`src/rtl/load_store_unit.sv`:
```
// rtl/load_store_unit.sv - byte/half/word load-store unit between the core and a word-wide data bus
//
// Purpose: turns RV32 loads/stores into one word-aligned bus transfer with byte
// enables, extends load data, stalls the core through wait states, and reports
// misaligned/illegal-size accesses and bus timeouts.
//
// Ports:
//   clk, reset                    clock, synchronous active-low reset
//   req_valid, req_store          access request and direction (1 = store)
//   req_funct3, req_addr          RV32 size/sign code and byte address
//   req_wdata                     store data
//   stall, done, rdata, fault     core-side handshake, extended load data, fault code
//   mem_req, mem_we, mem_addr     registered bus request, write enable, word address
//   mem_be, mem_wdata             registered byte enables and lane-replicated store data
//   mem_ready, mem_rdata          bus completion and read word

module load_store_unit #(
   parameter int TIMEOUT_CYCLES = 16
) (
   input  logic        clk,
   input  logic        reset,
   input  logic        req_valid,
   input  logic        req_store,
   input  logic [2:0]  req_funct3,
   input  logic [31:0] req_addr,
   input  logic [31:0] req_wdata,
   output logic        stall,
   output logic        done,
   output logic [31:0] rdata,
   output logic [1:0]  fault,
   output logic        mem_req,
   output logic        mem_we,
   output logic [31:0] mem_addr,
   output logic [3:0]  mem_be,
   output logic [31:0] mem_wdata,
   input  logic        mem_ready,
   input  logic [31:0] mem_rdata
);

   typedef enum logic [1:0] {IDLE, BUS, DONE} state_t;

   localparam int CW = (TIMEOUT_CYCLES > 1) ? $clog2(TIMEOUT_CYCLES) : 1;
   localparam logic [CW-1:0] LAST = CW'(TIMEOUT_CYCLES - 1);

   state_t        state, state_nx;
   logic [CW-1:0] cnt;
   logic [2:0]    f3_q;
   logic [1:0]    off_q;
   logic          store_q;
   logic          timeout_q;
   logic [31:0]   word_q;

   logic          legal, aligned, ok;
   logic [3:0]    be_nx;
   logic [31:0]   wdata_nx;
   logic [7:0]    lane_b;
   logic [15:0]   lane_h;
   logic [31:0]   ext;

   // Size/sign decode; unsigned variants exist only for loads.
   always_comb begin
      legal = 1'b0;
      case (req_funct3)
         3'b000, 3'b001, 3'b010: legal = 1'b1;
         3'b100, 3'b101:         legal = !req_store;
         default:                legal = 1'b0;
      endcase
      aligned = 1'b1;
      case (req_funct3[1:0])
         2'b01:   aligned = !req_addr[0];
         2'b10:   aligned = (req_addr[1:0] == 2'b00);
         default: aligned = 1'b1;
      endcase
      ok = legal && aligned;
   end

   // Lane placement; enables follow the access size for loads as well.
   always_comb begin
      be_nx    = 4'b1111;
      wdata_nx = req_wdata;
      case (req_funct3[1:0])
         2'b00: begin
            be_nx    = 4'b0001 << req_addr[1:0];
            wdata_nx = {4{req_wdata[7:0]}};
         end
         2'b01: begin
            be_nx    = req_addr[1] ? 4'b1100 : 4'b0011;
            wdata_nx = {2{req_wdata[15:0]}};
         end
         default: begin
            be_nx    = 4'b1111;
            wdata_nx = req_wdata;
         end
      endcase
      if (!req_store) wdata_nx = 32'h0;
   end

   // Load extraction from the captured word.
   always_comb begin
      lane_b = word_q[7:0];
      case (off_q)
         2'b01:   lane_b = word_q[15:8];
         2'b10:   lane_b = word_q[23:16];
         2'b11:   lane_b = word_q[31:24];
         default: lane_b = word_q[7:0];
      endcase
      lane_h = off_q[1] ? word_q[31:16] : word_q[15:0];
      case (f3_q)
         3'b000:  ext = {{24{lane_b[7]}}, lane_b};
         3'b001:  ext = {{16{lane_h[15]}}, lane_h};
         3'b100:  ext = {24'h0, lane_b};
         3'b101:  ext = {16'h0, lane_h};
         default: ext = word_q;
      endcase
   end

   always_comb begin
      state_nx = state;
      stall    = 1'b0;
      done     = 1'b0;
      fault    = 2'b00;
      rdata    = 32'h0;
      case (state)
         IDLE: begin
            if (req_valid) begin
               if (ok) begin
                  stall    = 1'b1;
                  state_nx = BUS;
               end else begin
                  // Rejected accesses retire immediately without touching the bus.
                  done  = 1'b1;
                  fault = 2'b01;
               end
            end
         end
         BUS: begin
            stall = 1'b1;
            if (mem_ready || cnt == LAST) state_nx = DONE;
         end
         DONE: begin
            done     = 1'b1;
            fault    = timeout_q ? 2'b10 : 2'b00;
            rdata    = (store_q || timeout_q) ? 32'h0 : ext;
            state_nx = IDLE;
         end
         default: state_nx = IDLE;
      endcase
   end

   always_ff @(posedge clk) begin
      if (!reset) begin
         state     <= IDLE;
         mem_req   <= 1'b0;
         mem_we    <= 1'b0;
         mem_addr  <= 32'h0;
         mem_be    <= 4'h0;
         mem_wdata <= 32'h0;
         cnt       <= '0;
         f3_q      <= 3'b000;
         off_q     <= 2'b00;
         store_q   <= 1'b0;
         timeout_q <= 1'b0;
         word_q    <= 32'h0;
      end else begin
         state <= state_nx;
         case (state)
            IDLE: begin
               if (req_valid && ok) begin
                  mem_req   <= 1'b1;
                  mem_we    <= req_store;
                  mem_addr  <= {req_addr[31:2], 2'b00};
                  mem_be    <= be_nx;
                  mem_wdata <= wdata_nx;
                  f3_q      <= req_funct3;
                  off_q     <= req_addr[1:0];
                  store_q   <= req_store;
                  cnt       <= '0;
                  timeout_q <= 1'b0;
               end
            end
            BUS: begin
               // A response on the last counted cycle still completes normally.
               if (mem_ready) begin
                  word_q  <= mem_rdata;
                  mem_req <= 1'b0;
                  mem_we  <= 1'b0;
               end else if (cnt == LAST) begin
                  word_q    <= 32'h0;
                  timeout_q <= 1'b1;
                  mem_req   <= 1'b0;
                  mem_we    <= 1'b0;
               end else begin
                  cnt <= cnt + CW'(1);
               end
            end
            default: ;
         endcase
      end
   end

endmodule

```
`config.mk`:
```
export PLATFORM = sky130hd
export DESIGN_NAME = load_store_unit
export DESIGN_NICKNAME = d
export VERILOG_FILES = /design/src/rtl/load_store_unit.sv
export SDC_FILE = /design/constraint.sdc
export NUM_CORES = 1
export LEC_CHECK = 0
export CORE_ASPECT_RATIO = 1.75
export CORE_MARGIN = 3
export CORE_UTILIZATION = 38
export CTS_CLUSTER_DIAMETER = 30
export DETAILED_ROUTE_END_ITERATION = 7
export MAX_ROUTING_LAYER = met4
export PLACE_DENSITY = 0.76
export SYNTH_ARGS = -nofsm -noshare
export SYNTH_HDL_FRONTEND = slang
export SYNTH_SLANG_ARGS = --single-unit
```
`constraint.sdc`:
```
create_clock -name clk -period 2.8 [get_ports clk]
set_input_delay 0.56 -clock clk [delete_from_list [all_inputs] [get_ports clk]]
set_output_delay 0.56 -clock clk [all_outputs]
set_load 0.02 [all_outputs]
```
# After elaboration in Yosys (flattened, before gate mapping)
# Index checks and enable logic that the tools add are counted.
[classes]
addsub = 1
eq_ne = 23
n_shift = 1
muxes = 41
n_reduce_logical = 21
[ops]
columns = ["operator", "count"]
rows = [
  ["$mux W32", 5],
  ["$pmux W32 S4", 1],
  ["$pmux W32 S2", 1],
  ["$pmux W8 S3", 1],
  ["$mux W16", 1],
  ["$mux W4", 4],
  ["$pmux W4 S2", 2],
  ["$ne A2 B2 Y1 const B", 7],
  ["$pmux W1 S2", 7],
  ["$mux W1", 13],
  ["$eq A3 B3 Y1 const B", 4],
  ["$eq A2 B2 Y1 const B", 4],
  ["$mux W2", 4],
  ["$pmux W2 S2", 2],
  ["$reduce_and A4 Y1", 2],
  ["$eq A2 B1 Y1 const B", 3],
  ["$eq A3 B1 Y1 const B", 2],
  ["$logic_not A2 Y1", 3],
  ["$logic_not A3 Y1", 2],
  ["$reduce_and A3 Y1", 2],
  ["$add A4 B1 Y4 const B", 1],
  ["$eq A4 B4 Y1 const B", 1],
  ["$reduce_and A2 Y1", 2],
  ["$reduce_bool A2 Y1", 2],
  ["8 further kinds", 11],
]
[totals]
regBits = 113
out_inout_bits = 106
elab_cells = 99

# Longest topological paths before layout
# Gate-level depths: netlist of run 1.
[logic_depth]
ltp_word = 7
ltp_mapped = 9
ltp_nobuf = 6

# Worst setup path before layout of run 1
# No wires, ideal clock.
[synth_timing]
path_kind = "input-to-output"
startpoint = "input port req_funct3[1]"
endpoint = "output port done"
arrival_ps = 2045
path_slack_ps = 195
cell_stages = 8
n_path_buf = 2
path_cell_list = "buf_2 > inv_1 > ha_1 > nand2b_1 > nand3_2 > buf_2 > and2_1 > o21ai_0"
[synth_between]
elab_chain_len = 7
word_cells_on_any_way = 15
classes_between = "6 x eq/ne; 5 x mux; 4 x reduce/logical"
[synth_rtl]
columns = ["element", "line", "rtl"]
rows = [
  ["start: declaration", "24", "input logic [2:0] req_funct3,"],
  ["$eq A3 B1 Y1, or another cell as far along", "63", "case (req_funct3)"],
  ["$reduce_or A3 Y1 / $reduce_or A2 Y1 (equally long branches)", "63", ""],
  ["$pmux W1 S2", "63", ""],
  ["$logic_and A1 B1 Y1 (*)", "74", "ok = legal && aligned;"],
  ["$mux W1 (*)", "126", "if (ok) begin"],
  ["$mux W1 (*)", "125", "if (req_valid) begin"],
  ["$pmux W1 S2 (*)", "123", "case (state)"],
  ["end: declaration", "28", "output logic done,"],
]
# Mark *: on every way between the ends. The rest lies on a longest branch, timed or not.

# Worst setup path after layout of run 1
# Ends and elaborated chain as after synthesis.

==> results of run 1 <==
## worst min-delay path by stage
stage                        from             to  slack [ps]  cells after the start
CTS                 mem_wdata[16]  mem_wdata[16]         460                      1
global route        mem_wdata[16]  mem_wdata[16]         480                      1
global placement    mem_wdata[23]  mem_wdata[23]         450                      1
detailed placement  mem_wdata[18]  mem_wdata[18]         450                      1
finish                    mem_req        mem_req         460                      2
floorplan                  cnt[0]         cnt[0]         450                      1
## registers in the layout, summed over array words and instances (netlist names), 2 cells and up
register	cells
word_q	32
mem_be	4
cnt	4
mem_addr	30
mem_wdata	32
off_q	2
f3_q	3
state	2
## layout by cell type (no fill, tap or decap), types with 3 or more instances in the layout
cell and count:
clkdlybuf4s50_1 172, dfxtp_1 110, a21oi_1 58, o21ai_0 58
nor2_1 43, nand3_1 41, a22oi_1 40, buf_4 32
dlygate4sd2_1 32, nand2_1 24, a22o_1 24, a21o_1 17
clkbuf_16 17, o221a_2 15, inv_1 14, nor3b_1 12
mux2i_1 11, o2bb2ai_1 8, clkinv_2 5, nor2b_1 4
nor3_1 4, buf_12 4, nand2b_1 3, nor2_2 3
and3_1 3, ha_1 3, bufinv_16 3
## through the flow
stage                     hold slack (ps)  setup WS (ps)  setup TNS, ps  instance area [um^2]  total power (W)
after detailed placement            452.2         -500.5          -1389                  7458         0.002398
after global placement              445.9         -478.0          -1154                  7458         0.002381
final                               457.5          83.81              0                  8043         0.004515
after global routing                479.2          11.41              0                  8043         0.004686
after CTS                           461.5         -133.4         -133.4                  8031         0.004552
after floorplan                     447.5          194.9              0                  5160         0.002051
## cell families after synthesis
kind of cell / after synthesis / share of synthesized area
AND/OR/NAND/NOR: 149 / 0.1437
adder cells (fa/ha/maj): 4 / 0.009707
other: 1 / 0.0007273
buffers and inverters: 72 / 0.06770
multiplexers: 13 / 0.02791
XOR/XNOR: 1 / 0.001699
flip-flops: 113 / 0.4387
AO/OA/AOI/OAI: 235 / 0.3099
## critical path, cell delays in order
cell and delay [ps]:
clkdlybuf4s50_1 510, ha_2 190, or3b_4 400, nand3_4 110
and2_4 160, o21ai_1 50, buf_4 170
## cell type report
cell class | count | share of cell area
multi-input cells | 404 | 0.3214
repair buffers | 241 | 0.2901
flip-flops and latches | 113 | 0.2820
clock buffers | 20 | 0.05554
well taps | 171 | 0.02660
clock inverters | 11 | 0.01727
inverters | 15 | 0.007001
## layer usage
metal  vias to the layer above  part of all wire  GRT usage
li1                       2559                 -          -
met1                      2525              0.37     0.2670
met2                       202              0.54     0.4303
met3                        49             0.049    0.05608
met4                         0             0.043     0.1144
met5                         -                 0          -
## timing repair
item | in CTS | in global routing
endpoints found under the setup margin | 35 | 5
pin swaps | 1 | 1
buffers inserted | 1 | 0
resized for setup | 52 | 13
## report_power, final
part | switching (W) | internal, W | total, W
clock network | 0.000735 | 0.00141 | 0.00214
logic | 0.000342 | 0.000330 | 0.000671
registers | 0.0000379 | 0.00166 | 0.00170
total | 0.00111 | 0.00340 | 0.00452
==> results by group, run 1 <==
Pwr
  – Peak supply drop: 0.4528 mV
  – Cell Pwr Density: 561.4 nW/um^2
  – Leakage Power: 3.268 nW

Run status
  – Status: finished clean

Detailed routing
  – DR iter-0 viols: 354
  – Post-DR vias/cell: 5.472
  – First-pass detailed-route iteration total: 6
  – Routed WL: 17950 um
  – Routed len/inst: 18.41 um
  – Via Count: 5335
  – DRT antenna net count: 0
  – DRC viols: 0

GRT
  – Vias in the first global route: 5548
  – Global-route wire length before repair: 28760 um
  – GRT Util Overall: 0.2497
  – Initial antenna violation count: 0
  – Grt ovf: 0
  – Largest net degree at the start of global routing: 50

Setup path
  – Crit. End Element: primary output
  – Crit path from: req_funct3[1]
  – Worst setup endpoint: done
  – Worst Path Arrival: 2160 ps
  – Reg2reg start: state[1]
  – Worst EP required: 2240 ps
  – R2R setup slack: 740 ps
  – CP Launch Type: input port
  – Crit Reg-Reg Endpoint: mem_wdata[8]
  – Critical Path Fanout Max: 6
  – Worst R2R Path Depth: 6
  – Setup CP Type: input port to primary output

Floorplanning
  – Core area: 13080 um^2
  – Chip width: 94.06 um
  – Starting density of the core: 0.3944
  – Die span in y: 160.1 um
  – Die Area: 15060 um^2
  – Io pins: 210
  – FP Rows: 55

Synthesis
  – Synth warn: 0
  – Syn_area_per_cell: 8.769 um^2
  – Flops & latches, synth: 113
  – Post-synth top area cell: dfxtp_1
  – Most frequent cell after synthesis: dfxtp_1
  – Cell Area, Synth: 5156 um^2
  – Ys flop type: dfxtp_1
  – Post-synth ARST share: 0
  – Post-synth EDFFs: 0
  – Count of different cell masters after synthesis: 50
  – Top-area cell type share of the netlist area: 0.4387
  – Sequential area share after synthesis: 0.4387
  – Synth top cells by count: dfxtp_1 (113), o21ai_0 (59), a21oi_1 (58), nor2_1 (45), nand3_1 (41)
  – Leading post-synthesis cells by cell area: dfxtp_1 (44%), a22oi_1 (5.8%), o21ai_0 (5.7%)
  – Cells after synthesis: 588

Layout
  – Share of layout cells above drive strength 1: 0.1294
  – Fillers: 1149
  – Layout Cells excl Fill: 975
  – Ant. Diodes: 0
  – Area Growth Syn to Fin: 55.98%
  – FF+latch area: 2268 um^2
  – Multi-input gate area: 2585 um^2
  – Nets: 900
  – Final core utilization: 0.6151

Clock network
  – CTS tree: built
  – Clk sinks: 113
  – Root buffer cell: clkbuf_16
  – Hold buffer count at CTS: 0
  – H-tree Lvls: 4
  – CTS clk-pin slew, worst paths: 50 ps
  – CTS Buf Count: 17
  – Clk buf depth: 2
  – Worst skew pair latency: 410 ps

Timing
  – Relative slew slack: 0.6530
  – Worst-margin pin slew: 520.5 ps
  – Hold Violations, Final: 0
  – Setup Viol. Count Final: 0
  – Pins Over Slew Limit: 0
  – Final worst path period share: 0.9701
  – Final min period: 2716 ps
  – F_max: 368.2 MHz
  – Setup Skew: 8.765 ps
  – RSZ-0062 raised after global routing: no

Hold path
  – Hold Crit Class: flip-flop to flip-flop

Place
  – IO Port Bufs: 207
  – HPWL after DPL: 13330 um
  – # placed instances: 943
  – GPL Wtd Cong: 0.8510

Run
  – Max Cap Viol: 0
Power figures use the tool's default switching activity.
==> inputs of run 2 (changes only) <==
--- a/config.mk
+++ b/config.mk
@@ -12,6 +12,7 @@
 export DETAILED_ROUTE_END_ITERATION = 7
 export MAX_ROUTING_LAYER = met4
 export PLACE_DENSITY = 0.76
+export RECOVER_POWER = 25
 export SYNTH_ARGS = -nofsm -noshare
 export SYNTH_HDL_FRONTEND = slang
 export SYNTH_SLANG_ARGS = --single-unit
==> run 2 against run 1 <==
Effect of this change:
- first-iteration DRC count down 0.56%
- fmax about the same
- critical path depth stayed put
- combinational power decreased by 0.7%
- global-route usage is the same
- via count grew 0.37%
- critical path type unchanged
- critical endpoint unchanged
==> results by group, run 2 (synthesis gave the netlist of run 1 again) <==
Run status
  – Status: finished clean (unchanged)

Setup path
  – Reg2reg start: state[1] (unchanged)
  – Crit. End Element: primary output (unchanged)
  – Max stage delay on crit path: 500 ps (was 510 ps)
  – Crit path from: req_funct3[1] (unchanged)
  – Critical Path Fanout Max: 6 (unchanged)
  – Worst Path Arrival: 2160 ps (about the same)
  – Worst EP required: 2240 ps (about the same)
  – CP Launch Type: input port (unchanged)
  – Setup CP Type: input port to primary output (unchanged)
  – Worst path cell trace: clkdlybuf4s50_1 -> ha_2 -> or3b_4 -> nand3_4 -> and2_4 -> o21ai_1 -> buf_4 (unchanged)
  – Slowest cell on the critical path: clkdlybuf4s50_1 (unchanged)

Detailed routing
  – DRT antenna net count: 0 (unchanged)
  – First-pass detailed-route iteration total: 5 (was 6)
  – Routed len/inst: 18.46 um (was 18.41 um)
  – Via Count: 5355 (was 5335)
  – DR iter-0 viols: 352 (was 354)
  – Routed WL: 18000 um (was 17950 um)
  – DRC viols: 0 (unchanged)
  – Post-DR vias/cell: 5.492 (was 5.472)

Layout
  – Layout Cells excl Fill: 975 (unchanged)
  – Nets: 900 (unchanged)
  – Commonest non-fill, non-tap cells in the layout: clkdlybuf4s50_1 (152), dfxtp_1 (110), a21oi_1 (58), o21ai_0 (58), nor2_1 (43) (was clkdlybuf4s50_1 (172), dfxtp_1 (110), a21oi_1 (58), o21ai_0 (58), nor2_1 (43))
  – Most common cell after layout, fill and taps aside: clkdlybuf4s50_1 (unchanged)
  – Area Growth Syn to Fin: 55.86% (was 55.98%)
  – Final core utilization: 0.6146 (was 0.6151)
  – Largest regs: mem_wdata x32, word_q x32, mem_addr x30 (unchanged)
  – Fillers: 1152 (was 1149)
  – Share of layout cells above drive strength 1: 0.1269 (was 0.1294)
  – Ant. Diodes: 0 (unchanged)

Floorplanning
  – Starting density of the core: 0.3944 (unchanged)
  – Die span in y: 160.1 um (unchanged)
  – FP Rows: 55 (unchanged)
  – Die Area: 15060 um^2 (unchanged)
  – Core area: 13080 um^2 (unchanged)
  – Io pins: 210 (unchanged)
  – Chip width: 94.06 um (unchanged)

Place
  – HPWL after DPL: 13330 um (unchanged)
  – IO Port Bufs: 207 (unchanged)
  – GPL Wtd Cong: 0.8510 (unchanged)
  – # placed instances: 943 (unchanged)

Hold path
  – Worst Hold Launch: mem_req (unchanged)
  – Hold Crit Class: flip-flop to flip-flop (unchanged)

Pwr
  – Peak supply drop: 0.4535 mV (was 0.4528 mV)
  – Cell Pwr Density: 561.4 nW/um^2 (about the same)
  – Total power: 0.004512 W (was 0.004515 W)
  – Leakage Power: 3.327 nW (was 3.268 nW)

Timing
  – Final min period: 2716 ps (about the same)
  – RSZ-0062 raised after global routing: no (unchanged)
  – Relative slew slack: 0.3340 (was 0.6530)
  – Setup Viol. Count Final: 0 (unchanged)
  – Setup Skew: 8.802 ps (was 8.765 ps)
  – Worst-margin pin slew: 999.1 ps (was 520.5 ps)
  – Final worst path period share: 0.9701 (about the same)
  – Hold Violations, Final: 0 (unchanged)
  – F_max: 368.2 MHz (about the same)
  – Pins Over Slew Limit: 0 (unchanged)

GRT
  – Global-route wire length before repair: 28760 um (unchanged)
  – GRT Util Overall: 0.2497 (unchanged)
  – Initial antenna violation count: 0 (unchanged)
  – Largest net degree at the start of global routing: 50 (unchanged)
  – Grt ovf: 0 (unchanged)
  – Vias in the first global route: 5548 (unchanged)

Clock network
  – CTS tree: built (unchanged)
  – Worst skew pair latency: 410 ps (about the same)
  – Clk buf depth: 2 (unchanged)
  – CTS clk-pin slew, worst paths: 50 ps (about the same)
  – CTS Buf Count: 17 (unchanged)
  – H-tree Lvls: 4 (unchanged)
  – Clk sinks: 113 (unchanged)
  – Root buffer cell: clkbuf_16 (unchanged)

Run
  – Max Cap Viol: 0 (unchanged)
-- run 2: path summary, 6_finish.rpt --
kind | endpoint | slack [ps] | depth (start not counted)
setup / recovery | done | 80 | 7
setup reg to reg | mem_wdata[2] | 740 | 6
hold / removal | mem_req | 450 | 2
hold reg to reg | mem_req | 450 | 2
-- run 2: worst max-delay path, delay by kind of cell --
| kind | cells | cell delay (ps) |
|---|---|---|
| fa+ha+maj | 1 | 190 |
| compound gates | 1 | 50 |
| buf+inv | 2 | 670 |
| simple gates | 3 | 670 |
-- run 2: metal layers --
metal  wire, um  track usage
met2       9714       0.4303
met3        865      0.05608
met5          0            -
met1       6621       0.2670
met4        796       0.1144
-- run 2: power breakdown --
part | internal [W] | switching [W] | total (W)
combinational | 0.000324 | 0.000342 | 0.000666
sequential | 0.00166 | 0.0000374 | 0.00170
clock | 0.00141 | 0.000737 | 0.00214
total | 0.00340 | 0.00112 | 0.00451
-- run 2: what timing repair did --
item	4_1_cts	5_1_grt
setup buffers	1	0
gates cloned	0	0
pin swaps	1	1
resized for setup	52	13
endpoints found under the setup margin	35	5
hold buffers	0	0
-- run 2: area by class of cell --
| class | instances | area [um^2] | share of cell area |
|---|---|---|---|
| multi-input combinational | 404 | 2585 | 0.3217 |
| timing repair buffer | 241 | 2327 | 0.2896 |
| sequential | 113 | 2268 | 0.2823 |
| clock buffer | 20 | 446.7 | 0.05558 |
| tap | 171 | 214.0 | 0.02662 |
| clock inverter | 11 | 138.9 | 0.01728 |
| inverter | 15 | 56.30 | 0.007006 |
-- run 2: per-stage QoR --
| step | setup WS, ps | hold slack [ps] | area, um^2 | setup TNS (ps) |
|---|---|---|---|---|
| 2_1_floorplan | 194.9 | 447.5 | 5160 | 0 |
| 3_3_place_gp | -478.0 | 445.9 | 7458 | -1154 |
| 3_5_place_dp | -500.5 | 452.2 | 7458 | -1389 |
| 4_1_cts | -133.4 | 461.5 | 8031 | -133.4 |
| 5_1_grt | 11.41 | 479.2 | 8036 | 0 |
| 6_report | 83.81 | 453.5 | 8036 | 0 |
==> inputs of run 3 (changes only) <==
--- a/config.mk
+++ b/config.mk
@@ -13,6 +13,7 @@
 export MAX_ROUTING_LAYER = met4
 export PLACE_DENSITY = 0.76
 export RECOVER_POWER = 25
+export SLEW_MARGIN = 20
 export SYNTH_ARGS = -nofsm -noshare
 export SYNTH_HDL_FRONTEND = slang
 export SYNTH_SLANG_ARGS = --single-unit
==> results of run 3 <==
The final DEF is identical to that of run 2; final timing and power are the same.
